===== src/rtl/ladybird_mem_unit.sv =====
// ladybird_mem_unit: memory access unit of the ladybird multi-cycle RV32I core.
//
// This unit has two independent sides, and both may be busy at the same time.
//  - The fetch side turns a pc request into one ibus read. The fetched word is
//    returned on inst, and inst_valid pulses for one cycle.
//  - The data side turns a load or store into one byte-lane-aligned dbus word
//    transaction. The extended load result is held on o_data/o_valid until o_ready.
//
// Ports:
//   clk, rst                          clock, asynchronous active-high reset
//   pc, pc_valid, pc_ready            fetch request handshake
//   inst, inst_valid                  fetched instruction, one-cycle valid pulse
//   i_valid, i_ready, i_addr, i_data,
//   i_we, i_funct                     load/store request (funct3 size encoding)
//   o_valid, o_data, o_ready          load result handshake
//   ibus_req/gnt/addr/rvalid/rdata    instruction bus
//   dbus_req/gnt/addr/we/wstrb/wdata,
//   dbus_rvalid/rdata                 data bus
//   misaligned                        one-cycle pulse after accepting a misaligned request
//
// Optional feature macro: LADYBIRD_MEM_MISALIGN_EN
//   When it is defined, a misaligned H or W request is accepted but issues no bus
//   transaction. Such a load returns o_data=0.
//   When it is undefined, misaligned is tied low. H selects its lane with addr[1]
//   only, and W ignores addr[1:0].
module ladybird_mem_unit #(
  parameter int unsigned XLEN = 32
) (
  input  logic            clk,
  input  logic            rst,
  input  logic [XLEN-1:0] pc,
  input  logic            pc_valid,
  output logic            pc_ready,
  output logic [XLEN-1:0] inst,
  output logic            inst_valid,
  input  logic            i_valid,
  output logic            i_ready,
  input  logic [XLEN-1:0] i_addr,
  input  logic [XLEN-1:0] i_data,
  input  logic            i_we,
  input  logic [2:0]      i_funct,
  output logic            o_valid,
  output logic [XLEN-1:0] o_data,
  input  logic            o_ready,
  output logic            ibus_req,
  input  logic            ibus_gnt,
  output logic [XLEN-1:0] ibus_addr,
  input  logic            ibus_rvalid,
  input  logic [XLEN-1:0] ibus_rdata,
  output logic            dbus_req,
  input  logic            dbus_gnt,
  output logic [XLEN-1:0] dbus_addr,
  output logic            dbus_we,
  output logic [3:0]      dbus_wstrb,
  output logic [XLEN-1:0] dbus_wdata,
  input  logic            dbus_rvalid,
  input  logic [XLEN-1:0] dbus_rdata,
  output logic            misaligned
);

  typedef enum logic [1:0] {FIdle, FReq, FWait} fetch_state_e;
  typedef enum logic [2:0] {DIdle, DReq, DWait, DResp, DMis} data_state_e;

  // ---------------------------------------------------------------------------
  // Fetch side
  // ---------------------------------------------------------------------------
  fetch_state_e    fetch_state;
  logic [XLEN-3:0] pc_word;
  logic            unused_pc_bits;

  // The fetch address is word aligned, so the low pc bits carry no information.
  assign unused_pc_bits = ^pc[1:0];

  assign pc_ready  = (fetch_state == FIdle);
  assign ibus_req  = (fetch_state == FReq);
  assign ibus_addr = {pc_word, 2'b00};

  always_ff @(posedge clk or posedge rst) begin
    if (rst) begin
      fetch_state <= FIdle;
      pc_word     <= '0;
      inst        <= '0;
      inst_valid  <= 1'b0;
    end else begin
      inst_valid <= 1'b0;
      unique case (fetch_state)
        FIdle: begin
          if (pc_valid) begin
            pc_word     <= pc[XLEN-1:2];
            fetch_state <= FReq;
          end
        end
        FReq: begin
          if (ibus_gnt) begin
            // The bus may return read data in the same cycle as the grant.
            if (ibus_rvalid) begin
              inst        <= ibus_rdata;
              inst_valid  <= 1'b1;
              fetch_state <= FIdle;
            end else begin
              fetch_state <= FWait;
            end
          end
        end
        FWait: begin
          if (ibus_rvalid) begin
            inst        <= ibus_rdata;
            inst_valid  <= 1'b1;
            fetch_state <= FIdle;
          end
        end
        default: fetch_state <= FIdle;
      endcase
    end
  end

  // ---------------------------------------------------------------------------
  // Data side
  // ---------------------------------------------------------------------------
  data_state_e     data_state;
  logic [XLEN-1:0] addr_q;
  logic [XLEN-1:0] wdata_q;
  logic [2:0]      funct_q;
  logic            we_q;
  logic            is_b;
  logic            is_h;
  logic [1:0]      lane;
  logic [XLEN-1:0] rshift;
  logic [XLEN-1:0] load_ext;

  // funct[1:0] selects the size, and funct[2] selects zero-extension.
  // The encodings 011, 110 and 111 fall through to word.
  assign is_b = (funct_q[1:0] == 2'b00);
  assign is_h = (funct_q[1:0] == 2'b01);

  // Byte offset of the accessed lane. A halfword uses addr[1] only.
  always_comb begin
    lane = 2'b00;
    if (is_b) begin
      lane = addr_q[1:0];
    end else if (is_h) begin
      lane = {addr_q[1], 1'b0};
    end
  end

  assign i_ready   = (data_state == DIdle);
  assign dbus_req  = (data_state == DReq);
  assign dbus_addr = {addr_q[XLEN-1:2], 2'b00};
  assign dbus_we   = we_q;

  always_comb begin
    dbus_wstrb = 4'b0000;
    dbus_wdata = wdata_q;
    if (is_b) begin
      dbus_wdata = {4{wdata_q[7:0]}};
      if (we_q) dbus_wstrb = 4'b0001 << lane;
    end else if (is_h) begin
      dbus_wdata = {2{wdata_q[15:0]}};
      if (we_q) dbus_wstrb = 4'b0011 << lane;
    end else begin
      if (we_q) dbus_wstrb = 4'b1111;
    end
  end

  assign rshift = dbus_rdata >> {lane, 3'b000};

  always_comb begin
    load_ext = rshift;
    if (is_b) begin
      load_ext = funct_q[2] ? {24'b0, rshift[7:0]} : {{24{rshift[7]}}, rshift[7:0]};
    end else if (is_h) begin
      load_ext = funct_q[2] ? {16'b0, rshift[15:0]} : {{16{rshift[15]}}, rshift[15:0]};
    end
  end

`ifdef LADYBIRD_MEM_MISALIGN_EN
  logic acc_mis;
  logic misaligned_q;

  // A halfword is misaligned at an odd address. Any word-class funct is
  // misaligned when addr[1:0] is nonzero.
  assign acc_mis = ((i_funct[1:0] == 2'b01) && i_addr[0]) ||
                   ((i_funct[1] == 1'b1) && (i_addr[1:0] != 2'b00));
  assign misaligned = misaligned_q;
`else
  assign misaligned = 1'b0;
`endif

  always_ff @(posedge clk or posedge rst) begin
    if (rst) begin
      data_state <= DIdle;
      addr_q     <= '0;
      wdata_q    <= '0;
      funct_q    <= 3'b010;
      we_q       <= 1'b0;
      o_valid    <= 1'b0;
      o_data     <= '0;
`ifdef LADYBIRD_MEM_MISALIGN_EN
      misaligned_q <= 1'b0;
`endif
    end else begin
`ifdef LADYBIRD_MEM_MISALIGN_EN
      misaligned_q <= 1'b0;
`endif
      unique case (data_state)
        DIdle: begin
          if (i_valid) begin
            addr_q     <= i_addr;
            wdata_q    <= i_data;
            funct_q    <= i_funct;
            we_q       <= i_we;
            data_state <= DReq;
`ifdef LADYBIRD_MEM_MISALIGN_EN
            if (acc_mis) begin
              misaligned_q <= 1'b1;
              data_state   <= DMis;
            end
`endif
          end
        end
        DReq: begin
          if (dbus_gnt) begin
            if (we_q) begin
              data_state <= DIdle;
            end else if (dbus_rvalid) begin
              o_data     <= load_ext;
              o_valid    <= 1'b1;
              data_state <= DResp;
            end else begin
              data_state <= DWait;
            end
          end
        end
        DWait: begin
          if (dbus_rvalid) begin
            o_data     <= load_ext;
            o_valid    <= 1'b1;
            data_state <= DResp;
          end
        end
        DResp: begin
          if (o_ready) begin
            o_valid    <= 1'b0;
            data_state <= DIdle;
          end
        end
        DMis: begin
          // A misaligned store is dropped. A misaligned load answers with zero.
          if (we_q) begin
            data_state <= DIdle;
          end else begin
            o_data     <= '0;
            o_valid    <= 1'b1;
            data_state <= DResp;
          end
        end
        default: data_state <= DIdle;
      endcase
    end
  end

endmodule


===== config.mk =====
export PLATFORM = sky130hd
export DESIGN_NAME = ladybird_mem_unit
export DESIGN_NICKNAME = d
export VERILOG_FILES = /design/src/rtl/ladybird_mem_unit.sv
export SDC_FILE = /design/constraint.sdc
export NUM_CORES = 1
export LEC_CHECK = 0
export CORE_UTILIZATION = 35
export DETAILED_ROUTE_END_ITERATION = 16
export HOLD_SLACK_MARGIN = 0.05
export PLACE_DENSITY = 0.68
export SETUP_SLACK_MARGIN = 0.3
export SLEW_MARGIN = 20
export SYNTH_ARGS = -nofsm -noshare
export SYNTH_HDL_FRONTEND = slang
export SYNTH_SLANG_ARGS = --single-unit

===== constraint.sdc =====
create_clock -name clk -period 8.8 [get_ports clk]
set_input_delay 1.76 -clock clk [delete_from_list [all_inputs] [get_ports clk]]
set_output_delay 1.76 -clock clk [all_outputs]
set_load 0.02 [all_outputs]

Word level (Yosys, flattened, before mapping)
Cells that the tools add are included.

word-level totals
  bits in registers = 169
  latch bits = 0
  RAM bits = 0
  memory bits (read-only) = 0
  input bits = 173
  output and inout port bits = 172
  logic and storage cells = 86
  memories kept = 0

operators by class
  $add $sub $neg = 0
  multiply operators = 0
  div/mod/pow operators = 0
  magnitude comparators = 0
  equal/unequal tests = 16
  shifts and indexed selects = 3
  multiplexer cells = 43
  bitwise gates (word level) = 0
  reduce and logical (&&, ||, !) cells = 13

operators by type and width
  kind                                                 number
  2-to-1 mux 32 bit                                    12
  one-hot mux 32 bit (3 select lines)                  1
  one-hot mux 32 bit (2 select lines)                  1
  right shift 32 x 5 -> 32 bit                         1
  2-to-1 mux 4 bit                                     5
  2-to-1 mux 2 bit                                     8
  one-hot mux 3 bit (5 select lines)                   1
  != test 2 bit, second input constant                 7
  2-to-1 mux 3 bit                                     4
  2-to-1 mux 1 bit                                     8
  AND reduction 4 bit                                  2
  equality test 3 x 2 -> 1 bit, second input constant  2
  one-hot mux 2 bit (3 select lines)                   1
  AND reduction 2 bit                                  3
  AND reduction 5 bit                                  1
  equality test 2 x 1 -> 1 bit, second input constant  2
  zero test 2 bit                                      2
  != test 2 x 1 -> 1 bit, second input constant        2
  one-hot mux 1 bit (4 select lines)                   1
  nonzero test 4 bit                                   1
  left shift 1 x 2 -> 4 bit, first input constant      1
  left shift 2 x 2 -> 4 bit, first input constant      1
  equality test 3 x 1 -> 1 bit, second input constant  1
  equality test 3 bit, second input constant           1
  other kinds (6)                                      6

Depth between registers and ports, before layout
Gate-level depths: netlist (run 1).

  word-level depth = 11
  gate-level depth with buffers = 8
  mapped depth without buffers = 6

Least setup slack after synthesis (run 1)
OpenSTA, ideal clock, no wires.

  kind = flip-flop to output port
  start point = register funct_q[1]
  end point = output port dbus_wstrb[1]
  arrival = 1879 ps
  data required time = 7040 ps
  slack = 5161 ps
  cell stages (with the launch flop) = 6
  buffers on the path = 3
  path through = dfstp_2 -> buf_2 -> clkbuf_1 -> clkbuf_1 -> nor3_1 -> nor3b_1

on the way
  longest elaborated chain between the ends = 7
  elaborated cells on any way between the ends = 10
  those cells by class = eq/ne: 1; shift: 2; mux: 6; reduce/logical: 1

ends and longest elaborated chain
  what                          line  text
  start: declaration            123   logic [2:0] funct_q;
  start signal: assignment      210   funct_q <= i_funct;
  equality test 2 x 1 -> 1 bit  134   assign is_h = (funct_q[1:0] == 2'b01);
  2-to-1 mux 2 bit              141   end else if (is_h) begin
  2-to-1 mux 2 bit              139   if (is_b) begin
  left shift 2 x 2 -> 4 bit     159   if (we_q) dbus_wstrb = 4'b0011 << lane;
  2-to-1 mux 4 bit              159
  2-to-1 mux 4 bit              157   end else if (is_h) begin
  2-to-1 mux 4 bit (*)          154   if (is_b) begin
  end: declaration              54    output logic [3:0] dbus_wstrb,

Mark *: on every way between the ends. The rest lies on a longest branch, timed or not.

Worst setup path in the final report (run 1)
  start point = register funct_q[1]
  end point = output port dbus_wstrb[2]

Same word-level chain as after synthesis.

==> out/summary.txt, run 1 <==
Sequential fraction of the synthesis area -> 0.526
Via count of the routed design -> 6,065
Cells after DPL -> 1,180
Max stage delay on crit path -> 0.74 ns
Reg clk slew, reported paths -> 0.08 ns
Tmin final -> 4.99 ns
Setup violators final -> 0
WP data required -> 7.04 ns
Core Box Area -> 22,100 sq um
Outcome -> completed
Yosys top cell area share -> 0.523
CTS sink count -> 168
ANT nets after route -> 0
CP delay by family, top -> buffers and inverters
WS Path Type -> reg -> out
Layout cells sized above 1 -> 0.235
First-pass GRT wire length -> 37,700 um
Root buffer cell -> clkbuf_16
Final Max Slew Viols -> 0
Yosys warning total -> 0
Starting density of the core -> 0.362
Crit start category -> flip-flop
Syn avg cell area -> 12.6 sq um
CP dominant cell by count -> buf_4
Ranking of synthesized cells by area -> dfrtp_1, mux2_2, buf_4, nand2_1, mux2i_1
CP Buf/Inv Count -> 3
Die area -> 23,500 sq um
Vias in the first global route -> 6,398
Setup Skew -> 0.0128 ns
Total global-route track usage -> 0.212
Port Buf Inserts -> 337
Initial antenna violation count -> 0
Initial DRC Count -> 265
Syn-to-layout area delta -> 48.9%
Nets -> 1,096
H-tree depth -> 4
Hold/Removal Path Class -> reg -> reg
Fill count -> 1,931
Slowest cell on the critical path -> dfstp_2
Core Rows -> 54
Final worst-path cycle share -> 0.567
Clk_lat worst skew -> 0.43 ns
Ant. Diodes -> 0
Overflow after GRT -> 0
Total setup buffers inserted after CTS -> 0
DR vias/cell -> 5.00
Peak supply drop -> 0.000214 V
Die Y -> 153 um
RSZ-0062 raised after global routing -> no
Total wire length -> 24,300 um
Setup_tns -> 0 ns
Synth unique cells -> 42
Worst slew pin tran -> 1.11 ns
Max Cap Violations -> 0
Final core utilization -> 0.539
Endpoint class of the critical path -> output port
Post-synth top area cell -> dfrtp_1
Clock tree buffer depth -> 2
PwrDens -> 411 nW/um^2
Mapped Cells -> 634
Cell breakdown of the critical path -> buf_4 -> nor2b_1 -> buf_4 -> ha_1 -> a21oi_1 -> o21a_1 -> clkdlybuf4s50_1
Sequential cell area -> 4210 sq um
Power, Total -> 4.90 mW
Resize count post-CTS -> 0
Final WS setup -> 3.81 ns
Worst slew margin -> 0.257
CTS tree -> yes
I/O pin count -> 345
Final non-filler cell total -> 1,212
Wire per inst -> 20.1 um
Fin. Hold Viols -> 0
Crit path DAT -> 3.23 ns
Cts hold-fix bufs -> 0
Pre-CTS WS -> 4.29 ns
DR DRC count -> 0
FF+latch count, synth -> 168
Post-Syn Area -> 8000 sq um
Largest net degree at the start of global routing -> 110
Lkg Pwr -> 4.88 nW
Multi-input gate area -> 3240 sq um
TritonCTS buffer count -> 17
Die Wd -> 153 um
DR pass1 iterations -> 6
Fmax -> 200 MHz
Worst-path fanout max -> 42
Gpl congestion -> 0.792
Post-DP HPWL -> 17,600 um
## per-layer routing
metal / global-route usage / part of all wire / wire length (um)
met1: 0.240 / 0.38 / 9270
met3: 0.0754 / 0.091 / 2210
met4: 0.0601 / 0.013 / 305
met5: 0 / 0 / 0
met2: 0.374 / 0.52 / 12500
## power by group
| group | internal (mW) | switching [mW] |
|---|---|---|
| Sequential | 1.16 | 0.269 |
| Clock | 0.438 | 0.367 |
| Combinational | 1.35 | 1.31 |
| Total | 2.95 | 1.94 |
## per-stage QoR
stage               instance area (sq um)  hold WS (ns)
global route                        11900         0.521
floorplan                            8010         0.475
CTS                                 11900         0.488
finish                              11900         0.481
global placement                    11300         0.460
detailed placement                  11300         0.470
## logic make-up after synthesis
group	share of synthesized area
AOI/OAI and AO/OA	0.0796
other	0.000469
DFF	0.526
buffers and inverters	0.0729
adders and majority gates	0.00626
muxes	0.235
and+or+nand+nor	0.0798
## synth_stat cells, drive strengths merged
cell / count
and4bb: 1
or3: 5
a31oi: 3
a21o: 2
mux2: 153
dfstp: 1
nand2b: 1
buf: 73
clkbuf: 11
or2: 1
o211ai: 4
a22o: 1
conb: 1
a211oi: 11
o221ai: 9
a22oi: 2
a222oi: 7
nand2: 56
ha: 4
nor3b: 13
a221oi: 1
nor3: 13
o21ai: 24
nor2: 7
mux2i: 13
inv: 10
nor4b: 2
and2: 3
o21a: 5
nor2b: 18
a21oi: 11
mux4: 1
dfrtp: 167
## area by class of cell
class	instances	share of cell area
Tap cell	280	0.0294
Sequential cell	168	0.353
Timing Repair Buffer	346	0.289
Clock inverter	15	0.0173
Clock buffer	17	0.0357
Inverter	10	0.00378
Multi-Input combinational cell	376	0.272
## layout by cell type, fill, tap and decap left out, types with 2 or more instances in the layout
| master | n |
|---|---|
| inv_1 | 9 |
| and2_1 | 2 |
| conb_1 | 5 |
| clkdlybuf4s50_1 | 337 |
| o21a_1 | 5 |
| ha_1 | 4 |
| mux2i_1 | 13 |
| a31oi_1 | 3 |
| a22oi_1 | 2 |
| nand2_1 | 56 |
| a222oi_1 | 7 |
| o211ai_2 | 4 |
| buf_4 | 9 |
| mux2_2 | 152 |
| nor3b_1 | 12 |
| o21ai_1 | 3 |
| nor3_1 | 13 |
| nor2_1 | 6 |
| dfrtp_1 | 167 |
| o221ai_1 | 5 |
| a211oi_1 | 5 |
| a21oi_1 | 11 |
| clkinv_4 | 3 |
| or3_1 | 5 |
| inv_8 | 5 |
| o221ai_2 | 4 |
| o21ai_0 | 20 |
| a21o_1 | 2 |
| a211oi_2 | 6 |
| clkinv_8 | 3 |
| inv_6 | 3 |
| nor2b_1 | 18 |
| bufinv_16 | 2 |
| clkbuf_16 | 17 |
## registers in the layout, indices dropped and copies added, names as in the netlist
register     cells
addr_q          32
inst            32
o_data          32
wdata_q         32
pc_word         30
funct_q          3
data_state       2
fetch_state      2
dbus_we          1
inst_valid       1
o_valid          1
## worst min-delay path, stage by stage, from the launching register on
cell and delay (ns):
dfrtp_1 0.35, nand2_1 0.05, o21ai_0 0.06
## worst paths after layout
path | startpoint | to | slack (ns) | depth (start not counted)
max in group asynchronous | rst | wdata_q[1] | 5.53 | 3
setup / recovery | funct_q[1] | dbus_wstrb[2] | 3.81 | 7
min in group asynchronous | rst | inst[7] | 1.87 | 2
hold reg to reg | o_data[5] | o_data[5] | 0.48 | 2
hold / removal | o_data[5] | o_data[5] | 0.48 | 2
setup reg to reg | dbus_we | o_data[20] | 6.19 | 5
Note: power is estimated with default switching activity, not from simulation.
==> run 2: changes to the inputs <==
Settings changed: PLACE_DENSITY 0.68 to 0.71.
Clock period 8.8 ns to 4.3 ns, I/O delays scaled along.
==> out/summary.txt, run 2 (synthesis results as in run 1) <==
Max stage delay on crit path -> 0.87 ns (was 0.74 ns)
Most frequent cells in the layout -> clkdlybuf4s50_1, dfrtp_1, mux2_2 (unchanged)
Initial DRC Count -> 281 (was 265)
RR Startpoint -> funct_q[0] (was dbus_we)
WL met2 -> 12,300 um (was 12,500 um)
First-pass GRT wire length -> 37,100 um (was 37,700 um)
Crit path DAT -> 2.80 ns (was 3.23 ns)
Fin. Hold Viols -> 0 (unchanged)
Hold path startpoint -> o_data[6] (was o_data[5])
Placed Area -> 11,400 sq um (was 11,300 sq um)
Wire per inst -> 19.9 um (was 20.1 um)
RSZ-0062 raised after global routing -> no (unchanged)
Peak supply drop -> 0.000431 V (was 0.000214 V)
Final WS setup -> 0.635 ns (was 3.81 ns)
Pre-CTS WS -> 1.05 ns (was 4.29 ns)
Initial antenna violation count -> 0 (unchanged)
Total wire length -> 24,200 um (was 24,300 um)
Worst slew margin -> 0.431 (was 0.257)
Cells after DPL -> 1,186 (was 1,180)
Met1 Routed Length -> 9350 um (was 9270 um)
DR DRC count -> 0 (unchanged)
PwrDens -> 837 nW/um^2 (was 411 nW/um^2)
H-tree depth -> 4 (unchanged)
CP Buf/Inv Count -> 3 (unchanged)
Clk_lat worst skew -> 0.43 ns (about the same)
DR top layer -> met4 (unchanged)
Fill count -> 1,923 (was 1,931)
Post-layout instance area -> 12,000 sq um (was 11,900 sq um)
ANT nets after route -> 0 (unchanged)
Nets -> 1,102 (was 1,096)
Cts hold-fix bufs -> 0 (unchanged)
Clock tree buffer depth -> 2 (unchanged)
Metal3 WL -> 2270 um (was 2210 um)
Power, Total -> 10.0 mW (was 4.90 mW)
Resize count post-CTS -> 0 (unchanged)
Lkg Pwr -> 4.91 nW (was 4.88 nW)
Largest net degree at the start of global routing -> 76 (was 110)
Overflow after GRT -> 0 (unchanged)
TritonCTS buffer count -> 17 (unchanged)
Outcome -> completed (unchanged)
Final Max Slew Viols -> 0 (unchanged)
Syn-to-layout area delta -> 49.8% (was 48.9%)
Final non-filler cell total -> 1,218 (was 1,212)
Ant. Diodes -> 0 (unchanged)
Layout cells sized above 1 -> 0.240 (was 0.235)
Worst slew pin tran -> 0.852 ns (was 1.11 ns)
CTS sink count -> 168 (unchanged)
Reg clk slew, reported paths -> 0.07 ns (was 0.08 ns)
Root buffer cell -> clkbuf_16 (unchanged)
Post-DP HPWL -> 17,900 um (was 17,600 um)
Final worst-path cycle share -> 0.852
Core Rows -> 54 (unchanged)
Gpl congestion -> 0.863 (was 0.792)
DR vias/cell -> 4.99 (was 5.00)
Via count of the routed design -> 6,082 (was 6,065)
Final hold slack -> 0.479 ns (was 0.481 ns)
Die area -> 23,500 sq um (unchanged)
DR pass1 iterations -> 6 (unchanged)
CP delay by family, top -> buffers and inverters (unchanged)
Cell breakdown of the critical path -> nor3b_4 -> buf_4 -> inv_1 -> ha_1 -> a21oi_1 -> o21a_1 -> clkdlybuf4s50_1 (was buf_4 -> nor2b_1 -> buf_4 -> ha_1 -> a21oi_1 -> o21a_1 -> clkdlybuf4s50_1)
Setup Skew -> 0.0114 ns (was 0.0128 ns)
Total setup buffers inserted after CTS -> 0 (unchanged)
Setup violators final -> 0 (unchanged)
Starting density of the core -> 0.362 (unchanged)
Endpoint class of the critical path -> output port (unchanged)
Die Y -> 153 um (unchanged)
Setup_tns -> 0 ns (unchanged)
Final core utilization -> 0.542 (was 0.539)
Critical path startpoint -> funct_q[1] (unchanged)
Hold/Removal Path Class -> reg -> reg (unchanged)
WS Path Type -> reg -> out (unchanged)
Core Box Area -> 22,100 sq um (unchanged)
Worst-path fanout max -> 23 (was 42)
Most common cell after layout, fill and taps aside -> clkdlybuf4s50_1 (unchanged)
Total global-route track usage -> 0.208 (was 0.212)
Slowest cell on the critical path -> dfstp_2 (unchanged)
Port Buf Inserts -> 337 (unchanged)
Die Wd -> 153 um (unchanged)
CTS tree -> yes (unchanged)
Tmin final -> 3.66 ns
Crit start category -> flip-flop (unchanged)
I/O pin count -> 345 (unchanged)
Fmax -> 273 MHz
Max Cap Violations -> 0 (unchanged)
WP data required -> 3.44 ns (was 7.04 ns)
Vias in the first global route -> 6,320 (was 6,398)
-- run 2: worst min-delay path: stages (launching register included) --
cell	delay (ns)
dfrtp_1	0.34
nand2_1	0.04
o21ai_0	0.06
-- run 2: worst paths after layout --
check	to	slack (ns)	cells past startpoint
setup reg to reg	o_data[23]	1.61	6
hold reg to reg	o_data[6]	0.48	2
max in group asynchronous	funct_q[1]	2.54	3
setup / recovery	dbus_wstrb[2]	0.64	7
min in group asynchronous	inst[6]	0.94	2
hold / removal	o_data[6]	0.48	2
-- run 2: area by class of cell --
cell class                      count  area [sq um]  area share
Multi-Input combinational cell    376          3240       0.270
Inverter                           10          41.3     0.00345
Timing Repair Buffer              352          3520       0.294
Tap cell                          280           350      0.0292
Clock inverter                     15           198      0.0165
Clock buffer                       17           425      0.0355
Sequential cell                   168          4210       0.351
-- run 2: routing by layer --
layer | GRT usage | up-vias
li1 | - | 2785
met1 | 0.237 | 3035
met2 | 0.361 | 244
met3 | 0.0797 | 18
met4 | 0.0577 | 0
met5 | 0 | -
-- run 2: power by group --
| part | switching [mW] | internal, mW | leakage [nW] |
|---|---|---|---|
| clock | 0.770 | 0.848 | 0.305 |
| combinational | 2.66 | 2.79 | 2.60 |
| sequential | 0.567 | 2.38 | 2.00 |
==> run 3: changes to the inputs <==
--- a/config.mk
+++ b/config.mk
@@ -7,6 +7,7 @@
 export LEC_CHECK = 0
+export ABC_CLOCK_PERIOD_IN_PS = 4300
 export CORE_UTILIZATION = 35
 export DETAILED_ROUTE_END_ITERATION = 16
+export DONT_BUFFER_PORTS = 1
 export HOLD_SLACK_MARGIN = 0.05
-export PLACE_DENSITY = 0.71
 export SETUP_SLACK_MARGIN = 0.3
==> constraint.sdc (replaced) <==
create_clock -name clk -period 4.3 [get_ports clk]
set_input_delay 0.645 -clock clk [delete_from_list [all_inputs] [get_ports clk]]
set_output_delay 0.645 -clock clk [all_outputs]
set_load 0.02 [all_outputs]
==> out/summary.txt, run 3 (synthesis results as in run 1) <==
Lkg Pwr -> 3.57 nW (was 4.91 nW)
Final Max Slew Viols -> 0 (unchanged)
Clock tree buffer depth -> 2 (unchanged)
Die Wd -> 153 um (unchanged)
Gpl congestion -> 0.809 (was 0.863)
Setup violators final -> 0 (unchanged)
Syn-to-layout area delta -> 7.01% (was 49.8%)
Fill count -> 2,091 (was 1,923)
Port Buf Inserts -> 0 (was 337)
Worst slew pin tran -> 0.991 ns (was 0.852 ns)
TritonCTS buffer count -> 17 (unchanged)
Crit path DAT -> 2.47 ns (was 2.80 ns)
Initial DRC Count -> 281 (unchanged)
Starting density of the core -> 0.362 (unchanged)
Setup_tns -> 0 ns (unchanged)
DR pass1 iterations -> 6 (unchanged)
Overflow after GRT -> 0 (unchanged)
Vias in the first global route -> 5,160 (was 6,320)
Reg clk slew, reported paths -> 0.08 ns (was 0.07 ns)
Root buffer cell -> clkbuf_16 (unchanged)
Final worst-path cycle share -> 0.723 (was 0.852)
Setup Skew -> 0.0127 ns (was 0.0114 ns)
Clk_lat worst skew -> 0.43 ns (about the same)
PwrDens -> 952 nW/um^2 (was 837 nW/um^2)
Total setup buffers inserted after CTS -> 0 (unchanged)
Worst r2r path cells -> 4 (was 6)
Die Y -> 153 um (unchanged)
Outcome -> completed (unchanged)
Cts hold-fix bufs -> 0 (unchanged)
Final core utilization -> 0.387 (was 0.542)
Core Rows -> 54 (unchanged)
Nets -> 761 (was 1,102)
Max Cap Violations -> 0 (unchanged)
RSZ-0062 raised after global routing -> no (unchanged)
Largest net degree at the start of global routing -> 169 (was 76)
Core Box Area -> 22,100 sq um (unchanged)
Initial antenna violation count -> 2 (was 0)
Endpoint class of the critical path -> output port (unchanged)
Fin. Hold Viols -> 0 (unchanged)
H-tree depth -> 4 (unchanged)
Worst-path fanout max -> 28 (was 23)
Die area -> 23,500 sq um (unchanged)
CTS tree -> yes (unchanged)
Wire per inst -> 23.1 um (was 19.9 um)
CP endpoint -> dbus_wstrb[2] (unchanged)
RR Endpoint -> o_data[19] (was o_data[23])
Via count of the routed design -> 4,752 (was 6,082)
Worst slew margin -> 0.339 (was 0.431)
Peak supply drop -> 0.000373 V (was 0.000431 V)
R2R Setup Slk -> 1.52 ns (was 1.61 ns)
Total wire length -> 20,300 um (was 24,200 um)
ANT nets after route -> 0 (unchanged)
RR Startpoint -> funct_q[1] (was funct_q[0])
Resize count post-CTS -> 0 (unchanged)
Post-DP HPWL -> 14,600 um (was 17,900 um)
Tmin final -> 3.11 ns (was 3.66 ns)
Final non-filler cell total -> 878 (was 1,218)
Critical path startpoint -> funct_q[1] (unchanged)
I/O pin count -> 345 (unchanged)
WP data required -> 3.65 ns (was 3.44 ns)
Fmax -> 321 MHz (was 273 MHz)
Cells after DPL -> 845 (was 1,186)
Most frequent cells in the layout -> dfrtp_1, mux2_2, nand2_1 (was clkdlybuf4s50_1, dfrtp_1, mux2_2)
WS Path Type -> reg -> out (unchanged)
Total global-route track usage -> 0.172 (was 0.208)
Hold/Removal Path Class -> in -> reg (was reg -> reg)
CTS sink count -> 168 (unchanged)
Most common cell after layout, fill and taps aside -> dfrtp_1 (was clkdlybuf4s50_1)
DR vias/cell -> 5.41 (was 4.99)
DR DRC count -> 0 (unchanged)
Layout cells sized above 1 -> 0.370 (was 0.240)
First-pass GRT wire length -> 30,500 um (was 37,100 um)
Crit start category -> flip-flop (unchanged)
-- run 3: routing by layer --
metal  share of wire  up-vias  GRT usage
li1                -     2097          -
met3            0.11       27     0.0814
met4           0.016        2     0.0519
met1            0.36     2353      0.182
met2            0.51      273      0.304
met5         0.00064        -          0
-- run 3: layout make-up --
type                            count  area, sq um  share of cell area
Inverter                           10         41.3             0.00483
Clock inverter                     15          201              0.0235
Tap cell                          280          350              0.0409
Sequential cell                   168         4210               0.491
Clock buffer                       17          425              0.0497
Multi-Input combinational cell    376         3240               0.378
Antenna cell                        1         2.50            0.000292
Timing Repair Buffer               11         95.1              0.0111
-- run 3: metrics by stage --
| step | total power [mW] | worst slack (ns) | cell area, sq um | hold WS (ns) |
|---|---|---|---|---|
| final | 8.15 | 1.19 | 8560 | 0.324 |
| after global routing | 8.60 | 1.04 | 8550 | 0.285 |
| after CTS | 8.24 | 1.16 | 8550 | 0.293 |
| after detailed placement | 6.65 | 1.53 | 7930 | 0.490 |
| after global placement | 6.52 | 1.59 | 7930 | 0.487 |
| after floorplan | 6.24 | 1.52 | 8020 | 0.475 |
-- run 3: worst max-delay path: stages (launching register included) --
cell and delay, ns:
dfstp_2 0.94, nor2b_1 0.10, buf_4 0.24, ha_1 0.32
a21oi_1 0.18, o21a_1 0.26
-- run 3: worst min path at each step --
stage                           start        endpoint  slack (ns)  cells past startpoint
after global routing      ibus_rvalid  fetch_state[1]        0.29                      1
after detailed placement  wdata_q[21]     wdata_q[21]        0.49                      1
after CTS                 ibus_rvalid  fetch_state[1]        0.29                      1
final                     ibus_rvalid  fetch_state[1]        0.32                      1
after floorplan           wdata_q[16]     wdata_q[16]        0.47                      1
after global placement    wdata_q[16]     wdata_q[16]        0.49                      1
-- run 3: report_power, final --
group | internal [mW] | switching (mW) | total [mW]
clock network | 0.797 | 0.761 | 1.56
registers | 2.38 | 1.50 | 3.88
logic | 1.25 | 1.47 | 2.72
total | 4.42 | 3.73 | 8.15
